--- src/rtl/jtag_tap_pkg.sv ---
// Shared TAP definitions: IEEE 1149.1 state encodings, IR opcodes and decode helpers.
package jtag_tap_pkg;

    localparam int unsigned IR_W     = 4;
    localparam int unsigned IDCODE_W = 32;

    localparam logic [IR_W-1:0] IR_IDCODE  = 4'h1;
    localparam logic [IR_W-1:0] IR_USER    = 4'h8;
    localparam logic [IR_W-1:0] IR_BYPASS  = 4'hF;
    localparam logic [IR_W-1:0] IR_CAPTURE = 4'b0101;

    typedef enum logic [3:0] {
        ST_EX2_DR = 4'h0,
        ST_EX1_DR = 4'h1,
        ST_SH_DR  = 4'h2,
        ST_PAU_DR = 4'h3,
        ST_SEL_IR = 4'h4,
        ST_UPD_DR = 4'h5,
        ST_CAP_DR = 4'h6,
        ST_SEL_DR = 4'h7,
        ST_EX2_IR = 4'h8,
        ST_EX1_IR = 4'h9,
        ST_SH_IR  = 4'hA,
        ST_PAU_IR = 4'hB,
        ST_RTI    = 4'hC,
        ST_UPD_IR = 4'hD,
        ST_CAP_IR = 4'hE,
        ST_TLR    = 4'hF
    } tap_state_e;

    typedef enum logic [1:0] {
        DR_BYPASS = 2'd0,
        DR_IDCODE = 2'd1,
        DR_USER   = 2'd2
    } dr_sel_e;

    // Unknown opcodes fall back to the bypass register.
    function automatic dr_sel_e decode_ir(input logic [IR_W-1:0] ir);
        case (ir)
            IR_IDCODE: return DR_IDCODE;
            IR_USER:   return DR_USER;
            default:   return DR_BYPASS;
        endcase
    endfunction

    function automatic logic is_shift(input tap_state_e s);
        return (s == ST_SH_DR) || (s == ST_SH_IR);
    endfunction

endpackage

--- src/rtl/jtag_sync_edge.sv ---
// Brings tck/tms/tdi into the clk domain and flags tck edges.
module jtag_sync_edge (
    input  logic clk,
    input  logic rst_n,
    input  logic tck,
    input  logic tms,
    input  logic tdi,
    output logic tms_s,
    output logic tdi_s,
    output logic tck_rise_c,
    output logic tck_fall_c
);

    logic [1:0] tck_q;
    logic [1:0] tms_q;
    logic [1:0] tdi_q;
    logic       tck_prev;
    logic [1:0] fill;
    logic       armed;

    // Edges are only honoured once a settled-low tck has been seen after reset,
    // so tck already high at release never looks like a rising edge.
    always_ff @(posedge clk or negedge rst_n) begin
        if (!rst_n) begin
            tck_q    <= 2'b00;
            tms_q    <= 2'b00;
            tdi_q    <= 2'b00;
            tck_prev <= 1'b0;
            fill     <= 2'b00;
            armed    <= 1'b0;
        end else begin
            tck_q    <= {tck_q[0], tck};
            tms_q    <= {tms_q[0], tms};
            tdi_q    <= {tdi_q[0], tdi};
            tck_prev <= tck_q[1];
            fill     <= {fill[0], 1'b1};
            armed    <= armed | (fill[1] & ~tck_q[1]);
        end
    end

    assign tms_s      = tms_q[1];
    assign tdi_s      = tdi_q[1];
    assign tck_rise_c = armed & tck_q[1] & ~tck_prev;
    assign tck_fall_c = armed & ~tck_q[1] & tck_prev;

endmodule

--- src/rtl/jtag_tap_slave.sv ---
// JTAG TAP controller run entirely in the clk domain with IDCODE, USER and BYPASS data registers.
module jtag_tap_slave
    import jtag_tap_pkg::*;
#(
    parameter logic [31:0] IDCODE    = 32'h149511C3,
    parameter int unsigned USER_DR_W = 32
) (
    input  logic                 clk,
    input  logic                 rst_n,
    input  logic                 tck,
    input  logic                 tms,
    input  logic                 tdi,
    output logic                 tdo,
    output logic                 tdo_oe,
    output logic [3:0]           tap_state,
    input  logic [USER_DR_W-1:0] user_dr_in,
    output logic [USER_DR_W-1:0] user_dr_out,
    output logic                 user_update
);

    logic tms_s;
    logic tdi_s;
    logic tck_rise_c;
    logic tck_fall_c;

    tap_state_e state;
    tap_state_e state_d;

    logic [IR_W-1:0]      ir;
    logic [IR_W-1:0]      ir_sr;
    logic [IDCODE_W-1:0]  id_sr;
    logic [USER_DR_W-1:0] user_sr;
    logic                 byp_sr;
    dr_sel_e              dr_sel;
    logic                 tdo_bit_c;

    jtag_sync_edge u_sync (
        .clk        (clk),
        .rst_n      (rst_n),
        .tck        (tck),
        .tms        (tms),
        .tdi        (tdi),
        .tms_s      (tms_s),
        .tdi_s      (tdi_s),
        .tck_rise_c (tck_rise_c),
        .tck_fall_c (tck_fall_c)
    );

    assign dr_sel    = decode_ir(ir);
    assign tap_state = state;

    always_ff @(posedge clk or negedge rst_n) begin
        if (!rst_n) state <= ST_TLR;
        else        state <= state_d;
    end

    // TAP state transitions, evaluated only on a tck rising edge.
    always_comb begin
        state_d = state;
        if (tck_rise_c) begin
            case (state)
                ST_TLR:    state_d = tms_s ? ST_TLR    : ST_RTI;
                ST_RTI:    state_d = tms_s ? ST_SEL_DR : ST_RTI;
                ST_SEL_DR: state_d = tms_s ? ST_SEL_IR : ST_CAP_DR;
                ST_CAP_DR: state_d = tms_s ? ST_EX1_DR : ST_SH_DR;
                ST_SH_DR:  state_d = tms_s ? ST_EX1_DR : ST_SH_DR;
                ST_EX1_DR: state_d = tms_s ? ST_UPD_DR : ST_PAU_DR;
                ST_PAU_DR: state_d = tms_s ? ST_EX2_DR : ST_PAU_DR;
                ST_EX2_DR: state_d = tms_s ? ST_UPD_DR : ST_SH_DR;
                ST_UPD_DR: state_d = tms_s ? ST_SEL_DR : ST_RTI;
                ST_SEL_IR: state_d = tms_s ? ST_TLR    : ST_CAP_IR;
                ST_CAP_IR: state_d = tms_s ? ST_EX1_IR : ST_SH_IR;
                ST_SH_IR:  state_d = tms_s ? ST_EX1_IR : ST_SH_IR;
                ST_EX1_IR: state_d = tms_s ? ST_UPD_IR : ST_PAU_IR;
                ST_PAU_IR: state_d = tms_s ? ST_EX2_IR : ST_PAU_IR;
                ST_EX2_IR: state_d = tms_s ? ST_UPD_IR : ST_SH_IR;
                ST_UPD_IR: state_d = tms_s ? ST_SEL_DR : ST_RTI;
                default:   state_d = ST_TLR;
            endcase
        end
    end

    always_comb begin
        tdo_bit_c = 1'b0;
        if (state == ST_SH_IR) begin
            tdo_bit_c = ir_sr[0];
        end else if (state == ST_SH_DR) begin
            case (dr_sel)
                DR_IDCODE: tdo_bit_c = id_sr[0];
                DR_USER:   tdo_bit_c = user_sr[0];
                default:   tdo_bit_c = byp_sr;
            endcase
        end
    end

    // Capture/shift/update datapath; the shift on the Exit1 edge happens from the Shift state.
    always_ff @(posedge clk or negedge rst_n) begin
        if (!rst_n) begin
            ir          <= IR_IDCODE;
            ir_sr       <= '0;
            id_sr       <= '0;
            user_sr     <= '0;
            byp_sr      <= 1'b0;
            user_dr_out <= '0;
            user_update <= 1'b0;
            tdo         <= 1'b0;
            tdo_oe      <= 1'b0;
        end else begin
            user_update <= 1'b0;
            if (tck_rise_c) begin
                case (state)
                    ST_CAP_IR: ir_sr <= IR_CAPTURE;
                    ST_SH_IR:  ir_sr <= {tdi_s, ir_sr[IR_W-1:1]};
                    ST_UPD_IR: ir    <= ir_sr;
                    ST_CAP_DR: begin
                        case (dr_sel)
                            DR_IDCODE: id_sr   <= IDCODE;
                            DR_USER:   user_sr <= user_dr_in;
                            default:   byp_sr  <= 1'b0;
                        endcase
                    end
                    ST_SH_DR: begin
                        case (dr_sel)
                            DR_IDCODE: id_sr   <= {tdi_s, id_sr[IDCODE_W-1:1]};
                            DR_USER:   user_sr <= {tdi_s, user_sr[USER_DR_W-1:1]};
                            default:   byp_sr  <= tdi_s;
                        endcase
                    end
                    ST_UPD_DR: begin
                        if (dr_sel == DR_USER) begin
                            user_dr_out <= user_sr;
                            user_update <= 1'b1;
                        end
                    end
                    default: ;
                endcase
            end
            if (state == ST_TLR) ir <= IR_IDCODE;
            if (tck_fall_c) tdo <= tdo_bit_c;
            tdo_oe <= is_shift(state_d);
        end
    end

endmodule

--- config.mk ---
export PLATFORM = sky130hd
export DESIGN_NAME = jtag_tap_slave
export DESIGN_NICKNAME = d
export VERILOG_FILES = /design/src/rtl/jtag_tap_pkg.sv /design/src/rtl/jtag_sync_edge.sv /design/src/rtl/jtag_tap_slave.sv
export SDC_FILE = /design/constraint.sdc
export NUM_CORES = 1
export LEC_CHECK = 0
export BUFFER_PORTS_ARGS = -buffer_cell sky130_fd_sc_hd__clkbuf_2
export CAP_MARGIN = 40
export CELL_PAD_IN_SITES_DETAIL_PLACEMENT = 1
export CELL_PAD_IN_SITES_GLOBAL_PLACEMENT = 1
export CORE_MARGIN = 2
export CORE_UTILIZATION = 48
export DETAILED_ROUTE_END_ITERATION = 6
export HOLD_SLACK_MARGIN = 0.1
export PLACE_DENSITY_LB_ADDON = 0.1
export SLEW_MARGIN = 10
export SYNTH_ARGS = -nofsm -noshare
export SYNTH_HDL_FRONTEND = slang
export SYNTH_SLANG_ARGS = --single-unit
--- constraint.sdc ---
create_clock -name clk -period 4.95 [get_ports clk]
set_input_delay 0.2475 -clock clk [delete_from_list [all_inputs] [get_ports clk]]
set_output_delay 0.2475 -clock clk [all_outputs]
set_load 0.005 [all_outputs]
# ---- Word level (Yosys, flattened, before mapping)
# Index checks and enable logic that the tools add are counted.
dict set report op_classes {
  n_bitwise 8
  eq_ne 27
  reduce_logical 16
  mux 34
}
# operator count
set op_table {}
lappend op_table {{2-to-1 mux 32 bit} 4}
lappend op_table {{one-hot mux 32 bit (2 select lines)} 2}
lappend op_table {{one-hot mux 4 bit (12 select lines)} 1}
lappend op_table {{== test 4 bit, second input constant} 10}
lappend op_table {{2-to-1 mux 4 bit} 5}
lappend op_table {{== test 4 x 3 -> 1 bit, second input constant} 4}
lappend op_table {{== test 4 x 2 -> 1 bit, second input constant} 3}
lappend op_table {{2-to-1 mux 2 bit} 6}
lappend op_table {{2-to-1 mux 3 bit} 4}
lappend op_table {{AND reduction 4 bit} 3}
lappend op_table {{== test 4 x 1 -> 1 bit, second input constant} 2}
lappend op_table {{2-to-1 mux 1 bit} 8}
lappend op_table {{!= test 2 bit, second input constant} 4}
lappend op_table {{one-hot mux 4 bit (2 select lines)} 1}
lappend op_table {{nonzero test 2 bit} 4}
lappend op_table {{OR reduction 2 bit} 3}
lappend op_table {{AND 1 bit} 5}
lappend op_table {{logical NOT 4 bit} 1}
lappend op_table {{!= test 2 x 1 -> 1 bit, second input constant} 2}
lappend op_table {{one-hot mux 1 bit (2 select lines)} 2}
lappend op_table {{one-hot mux 2 bit (2 select lines)} 1}
lappend op_table {{AND reduction 2 bit} 2}
lappend op_table {{AND reduction 3 bit} 1}
lappend op_table {{OR reduction 3 bit} 1}
lappend op_table {{other kinds (5)} 6}
dict set report totals {
  elab_cells 101
  register_bits 122
  out_inout_bits 39
  in_bits 37
}

# ---- Longest topological paths before layout
dict set report logic_depth {
  word_depth 6
  mapped_depth 8
  mapped_depth_nobuf 8
}

# ---- Modules after synthesis
# A second synthesis with hierarchy kept.
dict set report hier_totals {
  cells_unflattened 451
  area_unflattened_um2 5057.4
}
# module instances area_each_um2 cells_each seq_area_each_um2
set by_module_without_submodules {}
lappend by_module_without_submodules {jtag_tap_slave 1 4777.1 435 2808.9}
lappend by_module_without_submodules {jtag_sync_edge 1 280.3 16 250.2}

# ---- Worst setup path after synthesis
# Ideal clock, no wire load.
dict set report synth_path {
  kind {reg2reg}
  from {reg ir[0]}
  to {reg user_dr_out[30]}
  n_path_buf 1
  t_arrival_ns 1.743
  required_time_ns 4.823
  setup_ns 0.127
  period_less_slack_ns 1.870
  path_slack_ns 3.080
  stages_incl_launch_ff 8
  path_cell_list {dfstp_2 -> nor4b_1 -> inv_1 -> ha_1 -> nand2_1 -> nor4_4 -> buf_6 -> mux2_1}
}
dict set report synth_via {
  elab_chain_cells 4
  elab_cells_between_ends 5
  classes_between {3 x eq/ne; 1 x mux; 1 x reduce/logical}
}
# item line
set synth_lines {}
lappend synth_lines {{from (decl)} jtag_tap_slave.sv:29} ;# logic [IR_W-1:0] ir;
lappend synth_lines {{from (signal assigned)} jtag_tap_slave.sv:114} ;# ST_UPD_IR: ir <= ir_sr;
lappend synth_lines {{== test 4 bit or == test 4 x 1 -> 1 bit (tied branches)} jtag_tap_pkg.sv:39} ;# case (ir)
lappend synth_lines {{one-hot mux 2 bit (2 select lines) *} jtag_tap_pkg.sv:39}
lappend synth_lines {{== test 2 bit *} jtag_tap_slave.sv:130} ;# if (dr_sel == DR_USER) begin
lappend synth_lines {{AND reduction 3 bit (no source line) *} n/a}
lappend synth_lines {{to (signal assigned)} jtag_tap_slave.sv:131} ;# user_dr_out <= user_sr;
lappend synth_lines {{to (decl)} jtag_tap_slave.sv:17} ;# output logic [USER_DR_W-1:0] user_dr_out,
# Every way passes the cells marked *; elsewhere a longest branch is shown, timed or not.
# A chain may end at the register's enable or synchronous reset.

# ---- Worst setup path after layout
dict set report layout_path {
  from {reg state[1], in the netlist tap_state[1]}
  to {reg id_sr[31]}
}
dict set report layout_via {
  elab_chain_cells 3
  elab_cells_between_ends 7
  classes_between {4 x eq/ne; 1 x mux; 2 x reduce/logical}
}
# item line
set layout_lines {}
lappend layout_lines {{from (decl)} jtag_tap_slave.sv:26} ;# tap_state_e state;
lappend layout_lines {{from (signal assigned)} jtag_tap_slave.sv:54} ;# else state <= state_d;
lappend layout_lines {{== test 4 x 3 -> 1 bit or == test 4 x 2 -> 1 bit (tied branches)} jtag_tap_slave.sv:111} ;# case (state)
lappend layout_lines {{!= test 2 bit (no source line), or another cell as far along} n/a}
lappend layout_lines {{AND reduction 4 bit (no source line)} n/a}
lappend layout_lines {{to (signal assigned)} jtag_tap_slave.sv:124} ;# DR_IDCODE: id_sr <= {tdi_s, id_sr[IDCODE_W-1:1]};
lappend layout_lines {{to (decl)} jtag_tap_slave.sv:31} ;# logic [IDCODE_W-1:0] id_sr;
# Parallel ways exist; a longest one is shown, timed or not.

==> results.md <==
- Syn. warnings: 0
- Power per cell area: 457 mW/mm2
- Register area: 0.00306 mm2
- Drt wl/cell: 17.6 um
- Die Height: 107 um
- Period utilization: 53.5%
- Switching Fraction: 27.1%
- First-pass GRT wire length: 20,700 um
- Maximum clock frequency: 0.378 GHz
- Initial Util: 49.6%
- Most common cell after layout, fill and taps aside: dfrtp_1
- DR DRC count: 0
- Initial antenna violation count: 0
- Fill cells: 1,075
- Final setup fails: 0
- Flop pwr share: 41.9%
- Tightest Hold Check Type: in2reg
- Syn Inst Count: 461
- Sequential element share of the synthesized area: 59.7%
- Die width: 107 um
- Critical Path Fanout Max: 19
- Status: complete, no violations
- Fraction of layout cells with a size suffix above 1: 26.9%
- Maximum VDD drop: 262 uV
- Synth unique cells: 39
- Final Skew: 0.00655 ns
- Largest net degree at the start of global routing: 65
- Port Buffers: 75
- H-Tree Depth: 4
- CTS buffer count: 17
- Final hold vios: 0
- WL final: 12,600 um
- Utilization after layout: 63.8%
- Num rows: 37
- Vias in the first global route: 4,094
- DP Area: 0.00560 mm2
- I/O pins: 76
- CORE AREA: 0.0103 mm2
- Worst-skew pair later-pin latency: 0.52 ns
- WS Path Type: reg2reg
- Tot Pwr: 3.01 mW
- Bufs on Longest Clock Path: 2
- Leakage power: 3.28 nW
- Syn Area/Cell: 11.1 um2
- RSZ-0062 raised after global routing: false
- Clock sinks: 122
- Clock share of power: 43.9%
- Type of origin of the critical path: flop
- Final std cells w/o fill: 717
- Synthesized cell area: 0.00512 mm2
- Synthesized flop and latch total: 122
- Slew Viols, Final: 0
- Required time worst endpoint: 5.35 ns
- Worst relative slew slack: 51.6%
- Via total after detailed routing: 3,851
- Area of the multi-input gates: 0.00187 mm2
- Post-route cell area: 0.00658 mm2
- Setup TNS: 0 ns
- ANT cells: 0
- Routability Congestion: 0.722
- Die area: 0.0115 mm2
- Final min period: 2.65 ns
- Combinational share of power: 14.2%
- DRT Pass-1 Iters: 4
- Hold Slack: 0.118 ns
- Sw Pwr: 0.813 mW
- Setup bufs post-CTS: 0
- DR iter-0 viols: 220
- MaxCap Viol Count: 0
- Pre-CTS WS: 2.35 ns
- CTS tree: yes
- Syn nets: 500
- Synth-to-Final Area Change: 28.5%
- Tightest Pin Transition: 0.725 ns
- Root buf cell: clkbuf_8
- Final WS setup: 2.30 ns
- Arr. time, crit path: 3.05 ns
- Vias/cell: 5.37
- Total Routing Usage GR: 23.3%
- Internal power: 2.19 mW
- Clock Pin Slew Worst Setup and Hold Paths: 0.06 ns
- Final ANT Viol Nets: 0
- Overflow after GRT: 0
- Most frequent cells in the layout: dfrtp_1, nand2_1, clkbuf_2
- Dpl hpwl: 7580 um
- Crit. End Element: flop
- Layout Nets: 607
- Dpl cells: 650
==> worst paths after layout <==
| path | from | endpoint | slack, ns | depth (start not counted) |
|---|---|---|---|---|
| setup / recovery | tap_state[1] | id_sr[31] | 2.30 | 4 |
| hold / removal | user_dr_in[0] | user_sr[0] | 0.12 | 3 |
| setup reg to reg | tap_state[1] | id_sr[31] | 2.30 | 4 |
| hold reg to reg | u_sync.tck_q[0] | u_sync.tck_q[1] | 0.35 | 0 |
| max in group asynchronous | rst_n | byp_sr | 3.54 | 4 |
| min in group asynchronous | rst_n | user_dr_out[22] | 0.21 | 2 |
==> Yosys cell counts, drive strengths merged <==
master	number	share of area, %
inv	4	0.29
nand4b	3	0.64
and3b	1	0.17
nor2b	1	0.12
dfrtp	117	57
o211ai	1	0.15
and2	1	0.12
mux2i	31	6.1
ha	2	0.49
nor3	2	0.20
dfstp	5	2.6
nor2	9	0.66
nor4b	1	0.17
nand2b	3	0.42
conb	1	0.073
o21a	1	0.15
buf	15	2.4
a21o	1	0.15
a21oi	6	0.59
a22oi	5	0.73
a31oi	2	0.24
o21ai	56	5.5
clkbuf	16	1.2
mux2	34	7.5
nand3b	4	0.83
nor4	3	0.66
a211oi	1	0.15
and3	2	0.24
nand3	25	2.4
and4b	1	0.20
nand2	107	7.8
==> power by group through the flow <==
stage / clock [mW] / combinational (mW) / sequential (mW)
2_1_floorplan: 0 / 0.316 / 1.21
3_3_place_gp: 0 / 0.367 / 1.26
3_5_place_dp: 0 / 0.401 / 1.27
4_1_cts: 1.34 / 0.431 / 1.26
5_1_grt: 1.39 / 0.482 / 1.28
6_report: 1.32 / 0.425 / 1.26
==> state kept, by name (all words and copies together) (netlist names) <==
| name | flops |
|---|---|
| ir_sr | 4 |
| u_sync.tms_q | 2 |
| user_sr | 32 |
| ir | 4 |
| id_sr | 32 |
| u_sync.fill | 2 |
| tdo | 1 |
| u_sync.tck_q | 2 |
| u_sync.tdi_q | 2 |
| byp_sr | 1 |
| u_sync.armed | 1 |
| user_update | 1 |
| tap_state | 4 |
| user_dr_out | 32 |
| tdo_oe | 1 |
| u_sync.tck_prev | 1 |
==> per-layer routing <==
metal / global-route usage [%] / part of all wire (%) / vias up
met4: 7.61 / 1.3 / 0
met3: 5.99 / 3.3 / 17
met1: 29.9 / 44 / 1966
met5: 0 / 0 / -
li1: - / - / 1794
met2: 38.7 / 51 / 74
==> critical path, cell delays in order, from the launching register on <==
cell and delay, ns:
dfstp_2 0.66, nor2b_1 0.63, and4b_1 0.65, buf_8 0.23, mux2_2 0.35
==> layout make-up <==
| class | count | share of cell area, % |
|---|---|---|
| well taps | 136 | 2.59 |
| inverters | 4 | 0.228 |
| multi-input cells | 304 | 28.4 |
| flip-flops and latches | 122 | 46.5 |
| repair buffers | 119 | 12.8 |
| clock buffers | 20 | 6.61 |
| clock inverters | 12 | 2.98 |
==> cell families after synthesis <==
group / Yosys count / synth area share (%)
simple gates: 163 / 14.7
flops: 122 / 59.7
compound gates: 73 / 7.62
mux: 65 / 13.5
buf+inv: 35 / 3.86
fa+ha+maj: 2 / 0.488
other cells: 1 / 0.0732
==> what timing repair did <==
action	4_1_cts	5_1_grt
hold buffers	34	1
hold endpoints to repair	110	1
resized for setup	0	0
No activity file was read; power rests on OpenSTA's default activity.
